<file path="src/rtl/pulse_sched_pkg.sv">
`default_nettype none
// ============================================================================
// pulse_sched_pkg : shared mode encoding and warm-up limit for the scheduler
// Revision: 1.0
// ============================================================================
package pulse_sched_pkg;

  typedef enum logic [1:0] {
    MODE_OFF   = 2'b00,
    MODE_RISE  = 2'b01,
    MODE_FALL  = 2'b10,
    MODE_PULSE = 2'b11
  } ev_mode_t;

  localparam logic [1:0] WARM_MAX = 2'd2;

endpackage
`default_nettype wire

</file>
<file path="src/rtl/chan_event_detector.sv">
`default_nettype none
// ============================================================================
// chan_event_detector : per-channel mode register, 2-sample history and
//                       warm-up counter driving a single-cycle detect strobe
// Revision: 1.0
// ============================================================================
module chan_event_detector
  import pulse_sched_pkg::*;
(
  input  logic     clk,
  input  logic     rst,
  input  logic     in,
  input  logic     cfg_we,
  input  ev_mode_t cfg_mode,
  output logic     det,
  output ev_mode_t mode
);

  logic [1:0] h_q, h_d;
  logic [1:0] warm_q, warm_d;
  ev_mode_t   mode_q, mode_d;

  always_comb begin
    h_d    = {in, h_q[1]};
    mode_d = mode_q;
    warm_d = warm_q;
    if (cfg_we) begin
      mode_d = cfg_mode;
      warm_d = 2'd0;
    end else if (warm_q < WARM_MAX) begin
      warm_d = warm_q + 2'd1;
    end
  end

  // h_q[1] is the previous sample, h_q[0] the one before it
  always_comb begin
    det = 1'b0;
    case (mode_q)
      MODE_RISE:  det = (warm_q >= 2'd1) & ~h_q[1] & in;
      MODE_FALL:  det = (warm_q >= 2'd1) & h_q[1] & ~in;
      MODE_PULSE: det = (warm_q == WARM_MAX) & ~h_q[0] & h_q[1] & ~in;
      default:    det = 1'b0;
    endcase
  end

  always_ff @(posedge clk) begin
    if (rst) begin
      h_q    <= 2'b00;
      warm_q <= 2'd0;
      mode_q <= MODE_OFF;
    end else begin
      h_q    <= h_d;
      warm_q <= warm_d;
      mode_q <= mode_d;
    end
  end

  assign mode = mode_q;

endmodule
`default_nettype wire

</file>
<file path="src/rtl/pulse_event_scheduler.sv">
`default_nettype none
// ============================================================================
// pulse_event_scheduler : N_CH edge/pulse detectors feeding pending flags that
//                         a round-robin arbiter serializes onto one event port
// Revision: 1.0
// ============================================================================
module pulse_event_scheduler
  import pulse_sched_pkg::*;
#(
  parameter  int N_CH = 4,
  localparam int ID_W = $clog2(N_CH)
) (
  input  logic            clk,
  input  logic            rst,
  input  logic [N_CH-1:0] in_lines,
  input  logic            cfg_we,
  input  logic [ID_W-1:0] cfg_ch,
  input  logic [1:0]      cfg_mode,
  output logic            ev_valid,
  input  logic            ev_ready,
  output logic [ID_W-1:0] ev_ch,
  output logic [1:0]      ev_kind,
  output logic [N_CH-1:0] ovf,
  input  logic            ovf_clr
);

  logic [N_CH-1:0] det_w;
  logic [N_CH-1:0] cfg_hit_w;
  ev_mode_t        mode_w [N_CH];

  logic [N_CH-1:0] pending_q, pending_d;
  logic [N_CH-1:0] ovf_q, ovf_d;
  logic [N_CH-1:0] grant_w;
  logic [ID_W-1:0] ptr_q, ptr_d;
  logic [ID_W-1:0] ev_ch_q, ev_ch_d;
  logic [1:0]      ev_kind_q, ev_kind_d;
  logic            ev_valid_q, ev_valid_d;
  logic            load_w;
  logic            found_w;
  logic [ID_W-1:0] gnt_idx_w;

  always_comb begin
    for (int i = 0; i < N_CH; i++) begin
      cfg_hit_w[i] = cfg_we && (int'(cfg_ch) == i);
    end
  end

  for (genvar gi = 0; gi < N_CH; gi++) begin : g_chan
    chan_event_detector u_det (
      .clk      (clk),
      .rst      (rst),
      .in       (in_lines[gi]),
      .cfg_we   (cfg_hit_w[gi]),
      .cfg_mode (ev_mode_t'(cfg_mode)),
      .det      (det_w[gi]),
      .mode     (mode_w[gi])
    );
  end

  // Search starts one past the last granted channel, wrapping at N_CH
  always_comb begin : p_arb
    logic [ID_W-1:0] cand;
    cand      = '0;
    found_w   = 1'b0;
    gnt_idx_w = '0;
    for (int off = 1; off <= N_CH; off++) begin
      cand = ID_W'((int'(ptr_q) + off) % N_CH);
      if (!found_w && pending_q[cand]) begin
        found_w   = 1'b1;
        gnt_idx_w = cand;
      end
    end
  end

  always_comb begin
    load_w  = ~ev_valid_q | ev_ready;
    grant_w = '0;
    if (load_w && found_w) begin
      grant_w[gnt_idx_w] = 1'b1;
    end

    // A detect on a granted channel re-arms it; a cfg write always wins
    pending_d = ((pending_q & ~grant_w) | det_w) & ~cfg_hit_w;
    ovf_d     = (ovf_clr ? '0 : ovf_q) | (det_w & pending_q & ~grant_w);

    ev_valid_d = ev_valid_q;
    ev_ch_d    = ev_ch_q;
    ev_kind_d  = ev_kind_q;
    ptr_d      = ptr_q;
    if (load_w) begin
      ev_valid_d = found_w;
      if (found_w) begin
        ev_ch_d   = gnt_idx_w;
        ev_kind_d = mode_w[gnt_idx_w];
        ptr_d     = gnt_idx_w;
      end
    end
  end

  always_ff @(posedge clk) begin
    if (rst) begin
      pending_q  <= '0;
      ovf_q      <= '0;
      ptr_q      <= ID_W'(N_CH - 1);
      ev_valid_q <= 1'b0;
      ev_ch_q    <= '0;
      ev_kind_q  <= 2'b00;
    end else begin
      pending_q  <= pending_d;
      ovf_q      <= ovf_d;
      ptr_q      <= ptr_d;
      ev_valid_q <= ev_valid_d;
      ev_ch_q    <= ev_ch_d;
      ev_kind_q  <= ev_kind_d;
    end
  end

  assign ev_valid = ev_valid_q;
  assign ev_ch    = ev_ch_q;
  assign ev_kind  = ev_kind_q;
  assign ovf      = ovf_q;

endmodule
`default_nettype wire

</file>
<file path="config.mk">
export PLATFORM = sky130hd
export DESIGN_NAME = pulse_event_scheduler
export DESIGN_NICKNAME = d
export VERILOG_FILES = /design/src/rtl/pulse_sched_pkg.sv /design/src/rtl/chan_event_detector.sv /design/src/rtl/pulse_event_scheduler.sv
export SDC_FILE = /design/constraint.sdc
export NUM_CORES = 1
export LEC_CHECK = 0
export BUFFER_PORTS_ARGS = -buffer_cell sky130_fd_sc_hd__clkbuf_2
export CAP_MARGIN = 20
export CORE_ASPECT_RATIO = 1.2
export CORE_UTILIZATION = 57
export CTS_CLUSTER_DIAMETER = 200
export DETAILED_ROUTE_END_ITERATION = 10
export PLACE_DENSITY = 0.79
export SETUP_SLACK_MARGIN = 0.1
export SLEW_MARGIN = 20
export SYNTH_ARGS = -nofsm -noshare
export SYNTH_HDL_FRONTEND = slang
export SYNTH_HIERARCHICAL = 1
export SYNTH_SLANG_ARGS = --single-unit
</file>
<file path="constraint.sdc">
create_clock -name clk -period 2.1 [get_ports clk]
set_input_delay 0.105 -clock clk [delete_from_list [all_inputs] [get_ports clk]]
set_output_delay 0.105 -clock clk [all_outputs]
set_load 0.02 [all_outputs]
</file>
Yosys cells after proc, flatten, opt, wreduce, memory -nomap -nowiden
Index checks and enable logic that the tools add are counted.
{ "word_totals": {"input_bits": 13, "reg_bits": 39, "out_inout_bits": 9} }
{ "op_classes": {"n_eq_ne": 19, "reduce_logical": 18, "mux": 27, "n_addsub": 8, "bitwise": 51, "order_cmp": 15} }
{ "op_table": {"columns": ["operator", "n"], "rows": [
  ["bitwise AND 1 bit", 28],
  ["== test 2 bit, second input constant", 14],
  ["bitwise AND 4 bit", 4],
  ["< comparator 2 x 3 -> 1 bit, second input constant", 5],
  ["NOT 1 bit", 13],
  ["adder 2 x 1 -> 2 bit, second input constant", 6],
  ["2-to-1 mux 2 bit", 6],
  ["case mux 1 bit (3 select lines)", 4],
  ["== test 2 x 1 -> 1 bit, second input constant", 5],
  [">= comparator 2 x 1 -> 1 bit, second input constant", 5],
  ["logical AND 1 bit", 9],
  ["2-to-1 mux 1 bit", 9],
  ["binary-select mux 1 bit (select 2 bit)", 4],
  ["< comparator 2 bit, second input constant", 4],
  ["2-to-1 mux 4 bit", 2],
  ["NOT 4 bit", 2],
  ["OR 4 bit", 2],
  ["OR reduction 2 bit", 4],
  ["adder 2 bit, second input constant", 2],
  ["binary-select mux 2 bit (select 2 bit)", 1],
  [">= comparator 3 bit, second input constant", 1],
  ["zero test 1 bit", 3],
  ["NOT 2 -> 3 bit", 1],
  ["demux 1 bit (select 2 bit)", 1],
  ["other kinds (3)", 3]
]} }

Depth between registers and ports, before layout
{ "depth": {"ltp_word": 22, "mapped_depth": 7, "ltp_nobuf": 7} }

By module
The synthesis kept the hierarchy.
{ "by_module_without_submodules": {"columns": ["module", "cells_each", "area_each_um2", "n_inst"], "rows": [
  ["chan_event_detector", 26, 259.0, 4],
  ["pulse_event_scheduler", 92, 782.0, 1]
]} }

Worst setup path before layout
OpenSTA, ideal clock, no wires.
{ "synth_path": {"kind": "reg2reg", "startpoint": "reg ptr_q[1]", "endpoint": "reg ev_kind_q[1] (netlist: ev_kind[1])", "path_stages_with_launch": 7, "setup_ns": 0.133, "period_less_slack_ns": 1.462, "slack_ns": 0.638, "arrival_time_ns": 1.329, "t_required_ns": 1.967, "n_path_buf": 1, "cell_sequence": "dfxtp_1 -> buf_2 -> mux2i_1 -> o22ai_2 -> nor2_2 -> mux2i_1 -> o221ai_1"} }
{ "synth_via": {"elab_chain_len": 17, "elab_cells_between_ends": 31} }
{ "synth_lines": {"columns": ["element", "line", "rtl"], "rows": [
  ["start: declaration", "pulse_event_scheduler.sv:34", "logic [ID_W-1:0] ptr_q, ptr_d;"],
  ["start signal: assignment", "pulse_event_scheduler.sv:104", "ptr_q <= ID_W'(N_CH - 1);"],
  ["start signal: assignment", "pulse_event_scheduler.sv:111", "ptr_q <= ptr_d;"],
  ["adder 2 x 1 -> 2 bit", "pulse_event_scheduler.sv:67", "cand = ID_W'((int'(ptr_q) + off) % N_CH);"],
  ["binary-select mux 1 bit (select 2 bit)", "pulse_event_scheduler.sv:68", "if (!found_w && pending_q[cand]) begin"],
  ["2-to-1 mux 1 bit (not written as such)", "pulse_event_scheduler.sv:68", null],
  ["2-to-1 mux 1 bit", "pulse_event_scheduler.sv:68", null],
  ["zero test 1 bit", "pulse_event_scheduler.sv:68", null],
  ["logical AND 1 bit", "pulse_event_scheduler.sv:68", null],
  ["2-to-1 mux 1 bit", "pulse_event_scheduler.sv:68", null],
  ["zero test 1 bit", "pulse_event_scheduler.sv:68", null],
  ["logical AND 1 bit", "pulse_event_scheduler.sv:68", null],
  ["2-to-1 mux 1 bit", "pulse_event_scheduler.sv:68", null],
  ["zero test 1 bit", "pulse_event_scheduler.sv:68", null],
  ["logical AND 1 bit", "pulse_event_scheduler.sv:68", null],
  ["2-to-1 mux 2 bit", "pulse_event_scheduler.sv:68", null],
  ["NOT 2 -> 3 bit (not written as such)", "pulse_event_scheduler.sv:94", "ev_kind_d = mode_w[gnt_idx_w];"],
  ["binary-select mux 2 bit (select 2 bit)", "pulse_event_scheduler.sv:94", null],
  ["2-to-1 mux 2 bit (not written as such) (2 in series)", "pulse_event_scheduler.sv:94", null],
  ["end signal: assignment", "pulse_event_scheduler.sv:114", "ev_kind_q <= ev_kind_d;"],
  ["end: declaration", "pulse_event_scheduler.sv:36", "logic [1:0] ev_kind_q, ev_kind_d;"]
]} }
Parallel ways exist; a longest one is shown, timed or not. The select of a mux whose other input is x is not followed.
A chain may end at the register's enable or synchronous reset.

Worst setup path after layout
{ "layout_path": {"startpoint": "reg pending_q[0]", "endpoint": "reg pending_q[1]"} }
{ "layout_via": {"elab_chain_len": 21, "elab_cells_between_ends": 33} }
{ "layout_lines": {"columns": ["element", "line", "rtl"], "rows": [
  ["start: declaration", "pulse_event_scheduler.sv:31", "logic [N_CH-1:0] pending_q, pending_d;"],
  ["start signal: assignment", "pulse_event_scheduler.sv:109", "pending_q <= pending_d;"],
  ["binary-select mux 1 bit (select 2 bit)", "pulse_event_scheduler.sv:68", null],
  ["2-to-1 mux 1 bit (not written as such)", "pulse_event_scheduler.sv:68", null],
  ["2-to-1 mux 1 bit", "pulse_event_scheduler.sv:68", null],
  ["zero test 1 bit", "pulse_event_scheduler.sv:68", null],
  ["logical AND 1 bit", "pulse_event_scheduler.sv:68", null],
  ["2-to-1 mux 1 bit", "pulse_event_scheduler.sv:68", null],
  ["zero test 1 bit", "pulse_event_scheduler.sv:68", null],
  ["logical AND 1 bit", "pulse_event_scheduler.sv:68", null],
  ["[... 5 more ...]", null, null],
  ["logical AND 1 bit (not written as such)", "pulse_event_scheduler.sv:79", "grant_w[gnt_idx_w] = 1'b1;"],
  ["2-to-1 mux 1 bit (not written as such)", "pulse_event_scheduler.sv:79", null],
  ["demux 1 bit (select 2 bit)", "pulse_event_scheduler.sv:79", null],
  ["2-to-1 mux 4 bit (*)", "pulse_event_scheduler.sv:78", "if (load_w && found_w) begin"],
  ["NOT 4 bit (*)", "pulse_event_scheduler.sv:83", "pending_d = ((pending_q & ~grant_w) | det_w) & ~cfg_hit_w;"],
  ["bitwise AND 4 bit (*)", "pulse_event_scheduler.sv:83", null],
  ["OR 4 bit (*)", "pulse_event_scheduler.sv:83", null],
  ["bitwise AND 4 bit (*)", "pulse_event_scheduler.sv:83", null]
]} }
Every way passes the cells marked *; elsewhere a longest branch is shown, timed or not. The select of a mux whose other input is x is not followed.

==> results.py <==
metrics = {
    "routing": {
        "drt_wl_total_um": 3800,
        "routed_via_density": 5.82,
        "drtIter0Drc": 27,
        "firstDrtPassIters": 4,
        "routedWlPerCell_um": 14.5,
        "vias": 1526,
        "drc": 0,
        "ant_nets": 0,
    },
    "job": {
        "max-cap-violations": 0,
    },
    "sta": {
        "post-route-period-util_pct": 82.3,
        "slew_viol_final": 0,
        "rsz0062_at_grt": "false",
        "finClkSkew_ns": 0.00846,
        "setup_viol": 0,
        "hold_viol": 0,
        "period_needed_ns": 1.73,
        "fmax_mhz": 578,
        "setup_tns_ns": 0,
        "relSlewSlack_pct": 67.2,
        "worstMarginPinSlew_ns": 0.489,
    },
    "grt": {
        "antenna_found_initial": 0,
        "grt_max_degree": 24,
        "grt_usage_pct": 26.6,
        "grt_pass1_wl_um": 6630,
        "overflow": 0,
        "grt_pass1_vias": 1541,
    },
    "synthesis": {
        "ys_seq_elements": 39,
        "yosys-top-cells-count": "dfxtp_1 (39), nor2_1 (24), inv_1 (14), mux2i_1 (13), nand2_1 (13)",
        "syn-num-nets": 217,
        "synthCells": 196,
        "synth-main-ff-cell": "dfxtp_1",
        "synth.avg_cell_area_um2": 9.28,
        "netlist_area_um2": 1820,
        "synth_cell_types": 37,
        "synth_top_cell_area_share_pct": 42.9,
        "synth.most_common_cell": "dfxtp_1",
        "synth_top_area_cell": "dfxtp_1",
        "synth_seq_area_share_pct": 42.9,
        "yosysWarnings": 6,
        "yosys-top-cells-area": "dfxtp_1 (43%), mux2i_1 (7.2%), ha_1 (5.5%)",
        "synthArstFlopShare_pct": 0,
        "synth_edf_count": 0,
    },
    "power": {
        "internal-power_uw": 1290,
        "seqPwrFrac_pct": 49.0,
        "combPwrFrac_pct": 22.5,
        "cellPowerDensity_nw_per_um2": 893,
        "power_leakage_uw": 0.000871,
        "power.net_switching_uw": 554,
        "ir_drop_mv": 0.689,
        "clockPowerShare_pct": 28.5,
        "switching_share_pct": 30.0,
    },
    "finish": {
        "nets": 246,
        "area_growth_pct": 13.9,
        "utilization_pct": 67.8,
        "drive_gt1_share_pct": 19.0,
        "antennaDiodeCount": 0,
    },
    "worst_setup_path": {
        "regToRegStartpoint": "pending_q[0]",
        "crit_start": "pending_q[0]",
        "end_kind": "flop",
        "cp_max_fo": 6,
        "worstPathArrival_ns": 1.95,
        "worstSetupPathType": "flop to flop",
        "critical_path_required_ns": 2.32,
        "cp-start-kind": "flop",
    },
    "cts": {
        "cts-htree-levels": 2,
        "clk_latency_ns": 0.35,
        "clock-sinks": 39,
        "cts_tree": "built",
        "cts_buffer_depth": 2,
        "clk_pin_slew_ns": 0.11,
        "cts-resized-gates": 0,
        "cts_root_buf": "clkbuf_4",
        "cts_made_buffers": 5,
    },
    "die": {
        "dieHeight_um": 63.9,
        "core_um2": 3060,
        "rows": 22,
        "dieArea_um2": 3420,
        "num_io_pins": 22,
        "start_util_pct": 59.5,
        "die_x_um": 53.6,
    },
    "outcome": {
        "status": "completed",
    },
    "worst_hold_path": {
        "worstHoldPathType": "primary input to flop",
        "worstHoldStart": "in_lines[3]",
    },
    "placement": {
        "place.gp.congestion": 0.837,
        "portBuffers": 21,
        "dp_hpwl_um": 2870,
    },
}
## flip-flops by register name (all words and copies together) (netlist names)
signal               flops
ovf                      4
g_chan.u_det/warm_q      8
ptr_q                    2
pending_q                4
ev_ch                    2
ev_valid                 1
g_chan.u_det/mode        8
g_chan.u_det/h_q         8
ev_kind                  2
## critical path, cell delays in order, from the launching register on
cell      delay, ns
dfxtp_1        0.49
a21oi_1        0.14
o31ai_2        0.50
o211ai_1       0.20
a21oi_1        0.21
nor3_1         0.06
## logic make-up (layout without fill, tap and decap cells)
family                   after synthesis  in the layout  share of synthesized area (%)
AND/OR/NAND/NOR                       81             81                           25.3
multiplexers                          13             13                           7.16
adder cells (fa/ha/maj)                8              8                           5.51
XOR/XNOR                               4              4                           1.93
flip-flops                            39             39                           42.9
AO/OA/AOI/OAI                         35             35                           13.8
buffers and inverters                 16             46                           3.37
## worst paths after layout
| path | depth (start not counted) | slack [ns] | end |
|---|---|---|---|
| max reg2reg | 5 | 0.37 | pending_q[1] |
| max | 5 | 0.37 | pending_q[1] |
| min reg2reg | 2 | 0.47 | ovf[2] |
| min | 2 | 0.01 | g_chan[3].u_det/h_q[1] |
## power groups by stage
| stage | logic [uW] | registers (uW) | clock network [uW] |
|---|---|---|---|
| finish | 416 | 906 | 527 |
| global route | 490 | 916 | 557 |
| CTS | 418 | 905 | 538 |
| detailed placement | 414 | 923 | 0 |
| global placement | 365 | 912 | 0 |
| floorplan | 307 | 905 | 0 |
## layer usage
metal	GRT usage (%)	part of all wire, %	vias up
li1	-	-	741
met3	5.95	3.8	10
met5	0	0	-
met1	29.9	41	734
met4	12.5	2.6	0
met2	45.6	52	41
## final cells by class
type                    instances  area (um2)
inverters                      14        52.6
flip-flops and latches         39         781
clock buffers                   6        51.3
multi-input cells             141         976
well taps                      36        45.0
repair buffers                 24         130
fillers                       244         985
clock inverters                 2        35.0
## placed cells by master, fill, tap and decap left out, drive strengths merged, types with 2 or more instances in the layout
cell and instances:
xor2 4, nor2b 9, clkbuf 27, ha 8
o211ai 2, nand3b 4, a21oi 12, a22o 4
nand2b 4, nor3 12, o221ai 2, nand3 4
mux2i 13, inv 14, buf 2, nand2 13
o21ai 7, nor2 25, nor4b 4, dfxtp 39
a211o 2
## metrics by stage
step                setup WS (ns)  total power, uW  cell area [um2]  instances  hold WS [ns]
floorplan                   0.638             1210             1820        196         0.177
global placement            0.585             1280             1970        253         0.347
detailed placement          0.479             1340             1970        253         0.369
CTS                         0.437             1860             2070        262      0.000588
global route                0.297             1960             2070        262       0.00394
finish                      0.371             1850             2070        262        0.0126
## timing repair
item / in CTS / in global routing
buffers inserted: 0 / 0
hold buffers: 1 / 0
hold endpoints to repair: 1 / 0
setup endpoints to repair: 0 / 0
(Power assumes the default switching activity.)
